`config.mk`:
```
export PLATFORM = sky130hd
export DESIGN_NAME = note_detector
export DESIGN_NICKNAME = d
export VERILOG_FILES = /design/src/rtl/note_detector.sv
export SDC_FILE = /design/constraint.sdc
export NUM_CORES = 1
export LEC_CHECK = 0
export BUFFER_PORTS_ARGS = -buffer_cell sky130_fd_sc_hd__buf_4
export CORE_ASPECT_RATIO = 0.7
export CORE_MARGIN = 2
export CORE_UTILIZATION = 65
export DETAILED_ROUTE_END_ITERATION = 7
export PLACE_DENSITY = 0.84
export SYNTH_ARGS = -nofsm -noshare
export SYNTH_HDL_FRONTEND = slang
export SYNTH_SLANG_ARGS = --single-unit
```
`constraint.sdc`:
```
create_clock -name clk -period 6 [get_ports clk]
set_clock_uncertainty 0.2 [all_clocks]
set_input_delay 0.3 -clock clk [delete_from_list [all_inputs] [get_ports clk]]
set_output_delay 0.3 -clock clk [all_outputs]
set_load 0.01 [all_outputs]
```
`src/rtl/note_detector.sv`:
```
// ---------------------------------------------------------------------------
// note_detector
//   Pitch detector for a sampled audio stream. A hysteresis zero-crossing FSM
//   measures the period (in samples) between rising crossings, a boundary
//   table classifies each period into a note index, and a stability tracker
//   only updates the note after STABLE_N identical classifications in a row.
//
// Ports
//   clk          : system clock, rising-edge
//   reset        : asynchronous, active-high reset
//   sample_valid : one-cycle strobe qualifying sample
//   sample       : signed 16-bit audio sample
//   note         : note index, 0 = C2 .. 47 = B5, 63 = no note
//   note_valid   : high when note != 63
//   note_changed : one-cycle pulse when note takes a new value
//   period       : last completed period, in samples
// ---------------------------------------------------------------------------
module note_detector #(
  parameter logic signed [15:0] HYST     = 16'sd512,
  parameter int                 STABLE_N = 3
) (
  input  logic               clk,
  input  logic               reset,
  input  logic               sample_valid,
  input  logic signed [15:0] sample,
  output logic [5:0]         note,
  output logic               note_valid,
  output logic               note_changed,
  output logic [9:0]         period
);

  localparam logic [1:0] S_IDLE     = 2'd0;
  localparam logic [1:0] S_ARM      = 2'd1;
  localparam logic [1:0] S_RUN_HIGH = 2'd2;
  localparam logic [1:0] S_RUN_LOW  = 2'd3;

  localparam logic [5:0] NO_NOTE    = 6'd63;
  localparam int         CW         = $clog2(STABLE_N + 1);
  localparam logic [CW-1:0] STABLE_MAX = CW'(STABLE_N);

  logic [1:0]         state;
  logic [9:0]         count;
  logic [9:0]         count_inc;
  logic signed [15:0] neg_hyst;
  logic               is_high;
  logic               is_low;
  logic               running;
  logic               rise;
  logic               timeout;

  logic [9:0]         pend_p;
  logic               pend_valid;
  logic [5:0]         cand_next;
  logic [5:0]         cand_q;
  logic               cand_valid;

  logic [5:0]         last_cand;
  logic [CW-1:0]      stable_cnt;
  logic [5:0]         trk_last_next;
  logic [CW-1:0]      trk_cnt_next;
  logic               update_note;

  // Boundary table: period upper bounds halfway (in log-frequency) below each
  // semitone, so a period P belongs to note k when B[k+1] < P <= B[k].
  function automatic logic [9:0] bound(input int k);
    case (k)
      0:  return 10'd755;  1:  return 10'd712;  2:  return 10'd672;
      3:  return 10'd635;  4:  return 10'd599;  5:  return 10'd565;
      6:  return 10'd534;  7:  return 10'd504;  8:  return 10'd475;
      9:  return 10'd449;  10: return 10'd423;  11: return 10'd400;
      12: return 10'd377;  13: return 10'd356;  14: return 10'd336;
      15: return 10'd317;  16: return 10'd299;  17: return 10'd282;
      18: return 10'd267;  19: return 10'd252;  20: return 10'd237;
      21: return 10'd224;  22: return 10'd211;  23: return 10'd200;
      24: return 10'd188;  25: return 10'd178;  26: return 10'd168;
      27: return 10'd158;  28: return 10'd149;  29: return 10'd141;
      30: return 10'd133;  31: return 10'd126;  32: return 10'd118;
      33: return 10'd112;  34: return 10'd105;  35: return 10'd100;
      36: return 10'd94;   37: return 10'd89;   38: return 10'd84;
      39: return 10'd79;   40: return 10'd74;   41: return 10'd70;
      42: return 10'd66;   43: return 10'd63;   44: return 10'd59;
      45: return 10'd56;   46: return 10'd52;   47: return 10'd50;
      48: return 10'd47;
      default: return 10'd0;
    endcase
  endfunction

  assign neg_hyst   = -HYST;
  assign is_high    = (sample >= HYST);
  assign is_low     = (sample < neg_hyst);
  assign running    = (state == S_RUN_HIGH) || (state == S_RUN_LOW);
  assign count_inc  = count + 10'd1;
  assign rise       = sample_valid && (state == S_RUN_LOW) && is_high;
  // A crossing on the 1023rd sample wins over the timeout.
  assign timeout    = sample_valid && running && !rise && (count_inc == 10'd1023);
  assign note_valid = (note != NO_NOTE);

  // Crossing FSM and period counter; only a valid strobe advances it.
  always_ff @(posedge clk or posedge reset) begin
    if (reset) begin
      state      <= S_IDLE;
      count      <= 10'd0;
      period     <= 10'd0;
      pend_p     <= 10'd0;
      pend_valid <= 1'b0;
    end else begin
      pend_valid <= 1'b0;
      if (sample_valid) begin
        case (state)
          S_IDLE: begin
            if (is_low) state <= S_ARM;
          end
          S_ARM: begin
            if (is_high) begin
              state <= S_RUN_HIGH;
              count <= 10'd0;
            end
          end
          S_RUN_HIGH: begin
            if (timeout) begin
              state <= S_IDLE;
              count <= 10'd0;
            end else begin
              count <= count_inc;
              if (is_low) state <= S_RUN_LOW;
            end
          end
          S_RUN_LOW: begin
            if (rise) begin
              period     <= count_inc;
              pend_p     <= count_inc;
              pend_valid <= 1'b1;
              count      <= 10'd0;
              state      <= S_RUN_HIGH;
            end else if (timeout) begin
              state <= S_IDLE;
              count <= 10'd0;
            end else begin
              count <= count_inc;
            end
          end
          default: state <= S_IDLE;
        endcase
      end
    end
  end

  // Out-of-range periods fall through every bin and stay at 63.
  always_comb begin
    cand_next = NO_NOTE;
    for (int k = 0; k < 48; k++) begin
      if ((pend_p <= bound(k)) && (pend_p > bound(k + 1))) cand_next = 6'(k);
    end
  end

  always_ff @(posedge clk or posedge reset) begin
    if (reset) begin
      cand_q     <= NO_NOTE;
      cand_valid <= 1'b0;
    end else begin
      cand_valid <= pend_valid;
      if (pend_valid) cand_q <= cand_next;
    end
  end

  // The note decision uses the tracker's next values so the note lands in
  // the same cycle the tracker reaches STABLE_N.
  always_comb begin
    trk_last_next = last_cand;
    trk_cnt_next  = stable_cnt;
    if (cand_valid) begin
      if (cand_q == last_cand) begin
        if (stable_cnt < STABLE_MAX) trk_cnt_next = stable_cnt + CW'(1);
      end else begin
        trk_last_next = cand_q;
        trk_cnt_next  = CW'(1);
      end
    end
  end

  assign update_note = cand_valid && (trk_cnt_next == STABLE_MAX) && (trk_last_next != note);

  // A timeout forces silence and forgets any partially built-up candidate.
  always_ff @(posedge clk or posedge reset) begin
    if (reset) begin
      note         <= NO_NOTE;
      note_changed <= 1'b0;
      last_cand    <= NO_NOTE;
      stable_cnt   <= '0;
    end else begin
      note_changed <= 1'b0;
      if (timeout) begin
        last_cand    <= NO_NOTE;
        stable_cnt   <= '0;
        note         <= NO_NOTE;
        note_changed <= (note != NO_NOTE);
      end else begin
        last_cand  <= trk_last_next;
        stable_cnt <= trk_cnt_next;
        if (update_note) begin
          note         <= trk_last_next;
          note_changed <= 1'b1;
        end
      end
    end
  end

endmodule

```
==> results of run 1 <==
[final timing paths]
check                                      start                    end  cells after the start
max                        pend_p[1]$_DFFE_PP0P_  cand_q[0]$_DFFE_PP1P_                      7
max in group asynchronous                  reset   count[6]$_DFFE_PP0P_                      4
max reg2reg                pend_p[1]$_DFFE_PP0P_  cand_q[0]$_DFFE_PP1P_                      7
min                                 sample_valid   state[1]$_DFFE_PP0P_                      3
min in group asynchronous                  reset   state[1]$_DFFE_PP0P_                      4
min reg2reg                cand_q[4]$_DFFE_PP1P_  cand_q[4]$_DFFE_PP1P_                      2
[flip-flops by register name, summed over array words and instances (netlist names)]
| name | cells |
|---|---|
| cand_q | 6 |
| count | 10 |
| last_cand | 6 |
| pend_p | 10 |
| stable_cnt | 2 |
| pend_valid | 1 |
| cand_valid | 1 |
| state | 2 |
| note_changed | 1 |
| note | 6 |
[report_power, final]
part	internal (mW)	switching (mW)	total, mW
Combinational	0.418	0.673	1.09
Clock	0.0851	0.119	0.204
Sequential	0.430	0.203	0.633
Total	0.934	0.995	1.93
[synth_stat cells (4+ instances only)]
cell and n:
or2_2 5, dfstp_2 18, o22ai_1 4, nand2_1 60, and2_1 8, nand2b_1 9
nor4_1 10, clkbuf_1 26, a21oi_1 25, inv_1 9, xnor2_1 10, nor2_1 46
o211ai_1 4, and3_1 10, a31oi_1 8, nor3_1 9, o21ai_0 38, nand4_1 15
nand3_1 18, mux2i_1 12, nor2b_1 10, xor2_1 11, buf_2 5, dfrtp_1 27
or3_1 4
[cells by family (layout without fill, tap and decap cells)]
family,count (synthesis),after routing,synth area share [%]
AOI/OAI and AO/OA,122,122,22.25
xor gates and xnor gates,21,21,5.125
adders and majority gates,2,2,0.6972
buffers and inverters,42,52,4.567
DFF,45,45,32.01
muxes,14,14,3.975
and+or+nand+nor,221,221,31.38
[worst max-delay path, delay by kind of cell, from the launching register on]
| family | cells | cell delay [ps] |
|---|---|---|
| flops | 1 | 690 |
| compound gates | 3 | 1000 |
| simple gates | 4 | 1380 |
[cells in the final DEF (no fill, tap or decap), types with 4 or more instances in the layout]
cell type  synthesis  final
nand2_1           60     60
nor2_1            46     46
o21ai_0           38     38
buf_4              0     34
dfrtp_1           27     27
a21oi_1           25     25
nand3_1           18     18
dfstp_2           18     18
nand4_1           15     15
mux2i_1           12     12
xor2_1            11     11
nor4_1            10     10
xnor2_1           10     10
and3_1            10     10
nor2b_1           10     10
nor3_1             9      9
nand2b_1           9      9
inv_1              9      8
and2_1             8      8
a31oi_1            8      8
or2_2              5      5
clkbuf_8           0      5
or3_1              4      4
o211ai_1           4      4
o22ai_1            4      4
[per-layer routing]
layer	track usage [%]	up-vias	part of all wire, %
met5	6.481	-	0.41
met4	6.250	2	1.4
met3	14.94	27	13
met2	60.60	255	43
met1	53.35	1840	42
li1	-	1723	-
[repair_timing]
| item | 4_1_cts | 5_1_grt |
|---|---|---|
| hold buffers | 1 | 0 |
| setup buffers | 0 | 0 |
| hold endpoints to repair | 27 | 0 |
[cell type report]
cell class              instances  share of cell area [%]
clock buffers                   5                   1.758
multi-input cells             380                   58.31
well taps                      72                   2.302
flip-flops and latches         45                   29.35
clock inverters                 3                  0.6394
inverters                       9                  0.8632
repair buffers                 35                   6.777
==> results.ini, run 1 <==
[worst_setup_path]
cp-start-kind=flop
endpoint_kind=flop
critPathMaxStageDelay_ps=820
r2r_slack_ps=2670
critPathArrivalTime_ps=3380
cp_max_fo=23
crit_slowest_cell=nor3_1
crit_chain=nor3_1 > nand2b_1 > a2111oi_0 > nor4bb_1 > a41oi_1 > and4_1 > a32o_1
critical_path_required_ps=6050
worstSetupPathType=reg2reg

[place]
portBuffers=27
dp.cells=540
place_ws_ps=2847
dp.final_hpwl_um=8141
place_area_mm2=0.003810
gp_congestion=1.061

[routing]
drc_errors=0
dr_total_vias=3847
routed_wl_um=11550
ant_nets=0
wl_per_cell_um=21.04
firstDrtPassIters=5
vias_per_cell=7.007
drt_iter0_drc=457

[timing]
fin_crit_ps=3327
fin_ws_ps=2673
max-slew-margin-rel_pct=24.07
rsz0062_at_grt=no
setup_viol=0
hold_viol_final=0
max_freq_mhz=300.5
slew_violations=0
fin_crit_sh_pct=55.46
worstMarginPinSlew_ps=1129
tns_ps=0
hold_ws_ps=53.74

[clock_tree]
numCtsBuffers=5
clk_latency_ps=310
cts.htree.levels=2
clockBufferDepth=2
cts_tree=yes
clk_pin_slew_worst_paths_ps=100
root_buffer=clkbuf_8
cts.sinks=45
ctsResizeCount=0

[floorplan]
die_x_um=92.81
start_util_pct=67.90
ios=37
dieArea_mm2=0.006140
row_count=22
chipHeight_um=66.17
core_area_mm2=0.005285

[synth]
syn_area_mm2=0.003588
synth_fp_nets=488
postSynthCellCount=467
synth.top_cell.area_share_pct=18.83
synth.distinct_cells=62
ys_ff_latch=45
synth.largest_area_cell=dfrtp_1
ys_seq_area_share_pct=32.01
yosysWarningCount=0
synth_ff_type=dfrtp_1
synth_edf_count=0
synthArstFlopShare_pct=100.0
avgSynthCellArea_um2=7.684
ys_top_cells_by_area=dfrtp_1 19%, dfstp_2 13%, nand2_1 6.3%, o21ai_0 5.3%, nor2_1 4.8%

[finish]
area_growth_pct=9.065
drive_gt1_share_pct=15.09
final_area_mm2=0.003914
multiInputGateArea_mm2=0.002282
fin_cells=549
seq_area_mm2=0.001149
final_nets=497
fillerInstances=396
diodes=0
final_util_pct=74.05

[grt]
grt_max_degree=46
grt_pass1_wl_um=18550
grt_overflow=0
first_global_vias=3579
track_usage_pct=39.28
antenna_found_initial=0

[power_and_ir_drop]
peakVddDrop_mv=0.4023
power_leakage_nw=1.532
totalPowerFinal_mw=1.929
power.density_mw_per_mm2=492.8

[hold_path]
hold_class=in2reg

[outcome]
status=completed

[flow_run]
max_cap_violations=0

Note: power is estimated with default switching activity, not from simulation.
==> inputs of run 2 (changes only) <==
CORE_UTILIZATION = 60   (was 65)
PLACE_DENSITY = 0.78   (was 0.84)
clock period = 3.25 ns   (was 6 ns; I/O delays follow)
==> results.ini, run 2 (same netlist as run 1, synthesis figures left out) <==
[outcome]
status=completed

[routing]
drt_iter0_drc=457
ant_nets=0
drc_errors=0
dr_total_vias=3832
firstDrtPassIters=6
vias_per_cell=6.723
routed_wl_um=11580
wl_per_cell_um=20.31

[place]
portBuffers=27
dp.final_hpwl_um=8349
dp.cells=558
gp_congestion=1.033

[floorplan]
dieArea_mm2=0.006626
ios=37
row_count=23
start_util_pct=62.35
die_x_um=96.44
chipHeight_um=68.71
core_area_mm2=0.005756

[timing]
setup_viol=0
fin_crit_sh_pct=87.59
worstMarginPinSlew_ps=764.7
slew_violations=0
hold_ws_ps=153.3
hold_viol_final=0
max-slew-margin-rel_pct=48.48
fin_crit_ps=2847
max_freq_mhz=351.3
tns_ps=0
rsz0062_at_grt=no

[grt]
track_usage_pct=36.05
grt_pass1_wl_um=17950
antenna_found_initial=0
grt_overflow=0
grt_max_degree=46
first_global_vias=3441

[worst_setup_path]
crit_slowest_cell=dfrtp_1
crit_chain=nor3_1 > nand2b_1 > a2111oi_0 > nor4bb_1 > a41oi_1 > and4_1 > a32o_1
critical_path_required_ps=3290
critPathArrivalTime_ps=2890
cp-start-kind=flop
cp_max_fo=18
crit_buf_inv=0
cpLargestDelayFamily=simple AND/OR/NAND/NOR gates
critPathMaxStageDelay_ps=580
worstSetupPathType=reg2reg
endpoint_kind=flop

[power_and_ir_drop]
pwr-share-seq_pct=29.7
power_switching_share_pct=50.04
pwr-share-comb_pct=60.1
intPower_mw=1.819
power_leakage_nw=1.620
switching_power_mw=1.821
pwr-share-clk_pct=10.2
power.density_mw_per_mm2=895.9
peakVddDrop_mv=0.6921

[finish]
fin_cells=570
drive_gt1_share_pct=17.58
layout_common_cells=60 x nand2_1, 49 x buf_4, 46 x nor2_1
final_common_cell=nand2_1
area_growth_pct=13.21
fillerInstances=461
top_regs=count: 10 flops, pend_p: 10 flops
multiInputGateArea_mm2=0.002282
final_util_pct=70.59
diodes=0
seq_area_mm2=0.001149
final_nets=515

[clock_tree]
cts_tree=yes
root_buffer=clkbuf_8
cts.sinks=45
clockBufferDepth=2
clk_pin_slew_worst_paths_ps=90
clk_latency_ps=310
post-cts-setup-buffer-count=0
cts.htree.levels=2
numCtsBuffers=5

[flow_run]
max_cap_violations=0

[hold_path]
hold_class=in2reg

## run 2: worst paths after layout
| path | start | end | slack, ps | cells past startpoint |
|---|---|---|---|---|
| max | pend_p[2]$_DFFE_PP0P_ | cand_q[0]$_DFFE_PP1P_ | 400 | 7 |
| min | sample[13] | state[0]$_DFFE_PP0P_ | 150 | 6 |
| max reg2reg | pend_p[2]$_DFFE_PP0P_ | cand_q[0]$_DFFE_PP1P_ | 400 | 7 |
| min reg2reg | cand_q[4]$_DFFE_PP1P_ | cand_q[4]$_DFFE_PP1P_ | 320 | 2 |
| max in group asynchronous | reset | cand_q[1]$_DFFE_PP1P_ | 2110 | 4 |
| min in group asynchronous | reset | count[7]$_DFFE_PP0P_ | 360 | 4 |
## run 2: cell type report
class	instances	area share (%)
Multi-Input combinational cell	380	56.17
Clock buffer	6	2.033
Clock inverter	2	0.3388
Inverter	9	0.8315
Tap cell	75	2.310
Timing Repair Buffer	53	10.04
Sequential cell	45	28.27
## run 2: power groups by stage
stage               registers, mW  clock network, mW  logic [mW]
floorplan                   0.992                  0        1.44
global placement             1.06                  0        2.05
detailed placement           1.08                  0        2.08
CTS                          1.07              0.375        2.09
global route                 1.11              0.401        2.34
finish                       1.08              0.372        2.19
## run 2: tightest hold or removal path, stage by stage
cell and delay [ps]:
buf_4 90, nor2_1 60, nand2_1 60, nand2_1 40, a22oi_1 150, nor2b_1 60
## run 2: stage by stage
stage                     total power, mW  area, µm²  setup WS [ps]
after floorplan                     2.430       3588          678.0
after CTS                           3.544       4063          478.2
after global placement              3.116       3926          518.6
after global routing                3.855       4063          331.7
after detailed placement            3.161       3926          516.2
final                               3.640       4063          403.2
## run 2: layer usage
metal / global-route usage (%) / vias to the layer above / part of all wire, % / wire length (µm)
li1: - / 1748 / - / -
met1: 50.07 / 1813 / 42 / 4900
met2: 53.39 / 238 / 43 / 5021
met3: 13.15 / 31 / 12 / 1415
met4: 7.570 / 2 / 1.6 / 189
met5: 8.333 / - / 0.46 / 53
## run 2: what timing repair did
item,4_1_cts,5_1_grt
endpoints found under the hold margin,29,0
hold buffers,4,0
resized for setup,0,0
==> inputs of run 3 (changes only) <==
CTS_CLUSTER_DIAMETER = 120   (was unset)
REMOVE_ABC_BUFFERS = 1   (was unset)
==> results.ini, run 3 (same netlist as run 1, synthesis figures left out) <==
[outcome]
status=completed

[worst_setup_path]
crit_path_start=pend_p[1]$_DFFE_PP0P_
r2r_start=pend_p[1]$_DFFE_PP0P_
cp_max_fo=23
cp-start-kind=flop
r2r_cells=7
critPathArrivalTime_ps=2940
worstSetupPathType=reg2reg
endpoint_kind=flop
critical_path_required_ps=3260

[clock_tree]
clockBufferDepth=2
clk_pin_slew_worst_paths_ps=90
cts.sinks=45
ctsResizeCount=0
cts_tree=yes
root_buffer=clkbuf_8
numCtsBuffers=5
cts-hold-fix-buffers=4
clk_latency_ps=310
cts.htree.levels=2
post-cts-setup-buffer-count=0

[timing]
worstMarginPinSlew_ps=805.3
fin_ws_ps=315.7
fin_crit_ps=2934
tns_ps=0
hold_viol_final=0
setup_viol=0
hold_ws_ps=181.6
max_freq_mhz=340.8
slew_violations=0
rsz0062_at_grt=no
max-slew-margin-rel_pct=46.31
fin_crit_sh_pct=90.29

[floorplan]
start_util_pct=62.35
ios=37
chipHeight_um=68.71
row_count=23
core_area_mm2=0.005756
die_x_um=96.44
dieArea_mm2=0.006626

[grt]
grt_overflow=0
track_usage_pct=36.47
grt_max_degree=46
antenna_found_initial=0
grt_pass1_wl_um=18110
first_global_vias=3465

[finish]
area_growth_pct=13.21
final_util_pct=70.59
final_area_mm2=0.004063
fillerInstances=461
drive_gt1_share_pct=17.58
seq_area_mm2=0.001149
multiInputGateArea_mm2=0.002282
layout_common_cells=60 x nand2_1, 49 x buf_4, 46 x nor2_1
diodes=0
final_nets=515
final_common_cell=nand2_1
top_regs=count: 10 flops, pend_p: 10 flops

[routing]
vias_per_cell=6.867
drt_iter0_drc=439
met2WireLength_um=4999
dr_total_vias=3914
top_layer=met4
wl_per_cell_um=20.31
wl_met3_um=1525
routed_wl_um=11580
wl_met1_um=4896
ant_nets=0
drc_errors=0
firstDrtPassIters=6

[hold_path]
hold_depth=6
hold_class=in2reg
holdCritStartpoint=sample[13]

[power_and_ir_drop]
peakVddDrop_mv=0.6925
power.density_mw_per_mm2=896.9
power_leakage_nw=1.622

[place]
dp.final_hpwl_um=8117
gp_congestion=1.051
place_ws_ps=430.1
portBuffers=27
place_area_mm2=0.003926

[flow_run]
max_cap_violations=0

run 3: cell counts in the layout (fill, tap and decap cells not counted):
Identical to the previous run, type by type.
run 3: critical path: stages, from the launching register on:
cell and delay (ps):
dfrtp_1 680, nor3_1 540, nand2_1 110, a31oi_1 230, nand4_1 230, a21oi_1 340, nand4_1 210, o32ai_1 290
run 3: final timing paths:
kind / end / slack, ps
worst max register to register: cand_q[4]$_DFFE_PP1P_ / 320
worst min-delay path: state[0]$_DFFE_PP0P_ / 180
max in group asynchronous: cand_q[0]$_DFFE_PP1P_ / 2110
worst max-delay path: cand_q[4]$_DFFE_PP1P_ / 320
worst min register to register: cand_q[4]$_DFFE_PP1P_ / 320
min in group asynchronous: note_changed$_DFF_PP0_ / 350
run 3: final cells by class:
type / count / share of cell area [%]
Sequential cell: 45 / 28.27
Multi-Input combinational cell: 380 / 56.17
Clock buffer: 6 / 2.033
Timing Repair Buffer: 53 / 10.04
Inverter: 9 / 0.8315
Clock inverter: 2 / 0.3388
Tap cell: 75 / 2.310
run 3: metrics by stage:
| step | std cells | power [mW] |
|---|---|---|
| after floorplan | 434 | 2.346 |
| after global placement | 558 | 3.126 |
| after detailed placement | 558 | 3.155 |
| after CTS | 570 | 3.537 |
| after global routing | 570 | 3.857 |
| final | 570 | 3.644 |
run 3: layer usage:
| metal | track usage [%] | vias up |
|---|---|---|
| met5 | 0 | - |
| met4 | 7.394 | 0 |
| met3 | 16.09 | 24 |
| met2 | 51.13 | 275 |
| met1 | 51.90 | 1858 |
| li1 | - | 1757 |
run 3: power by group:
group / total, mW / internal, mW / switching (mW)
clock: 0.373 / 0.173 / 0.200
sequential: 1.12 / 0.796 / 0.321
combinational: 2.15 / 0.848 / 1.31
total: 3.64 / 1.82 / 1.83
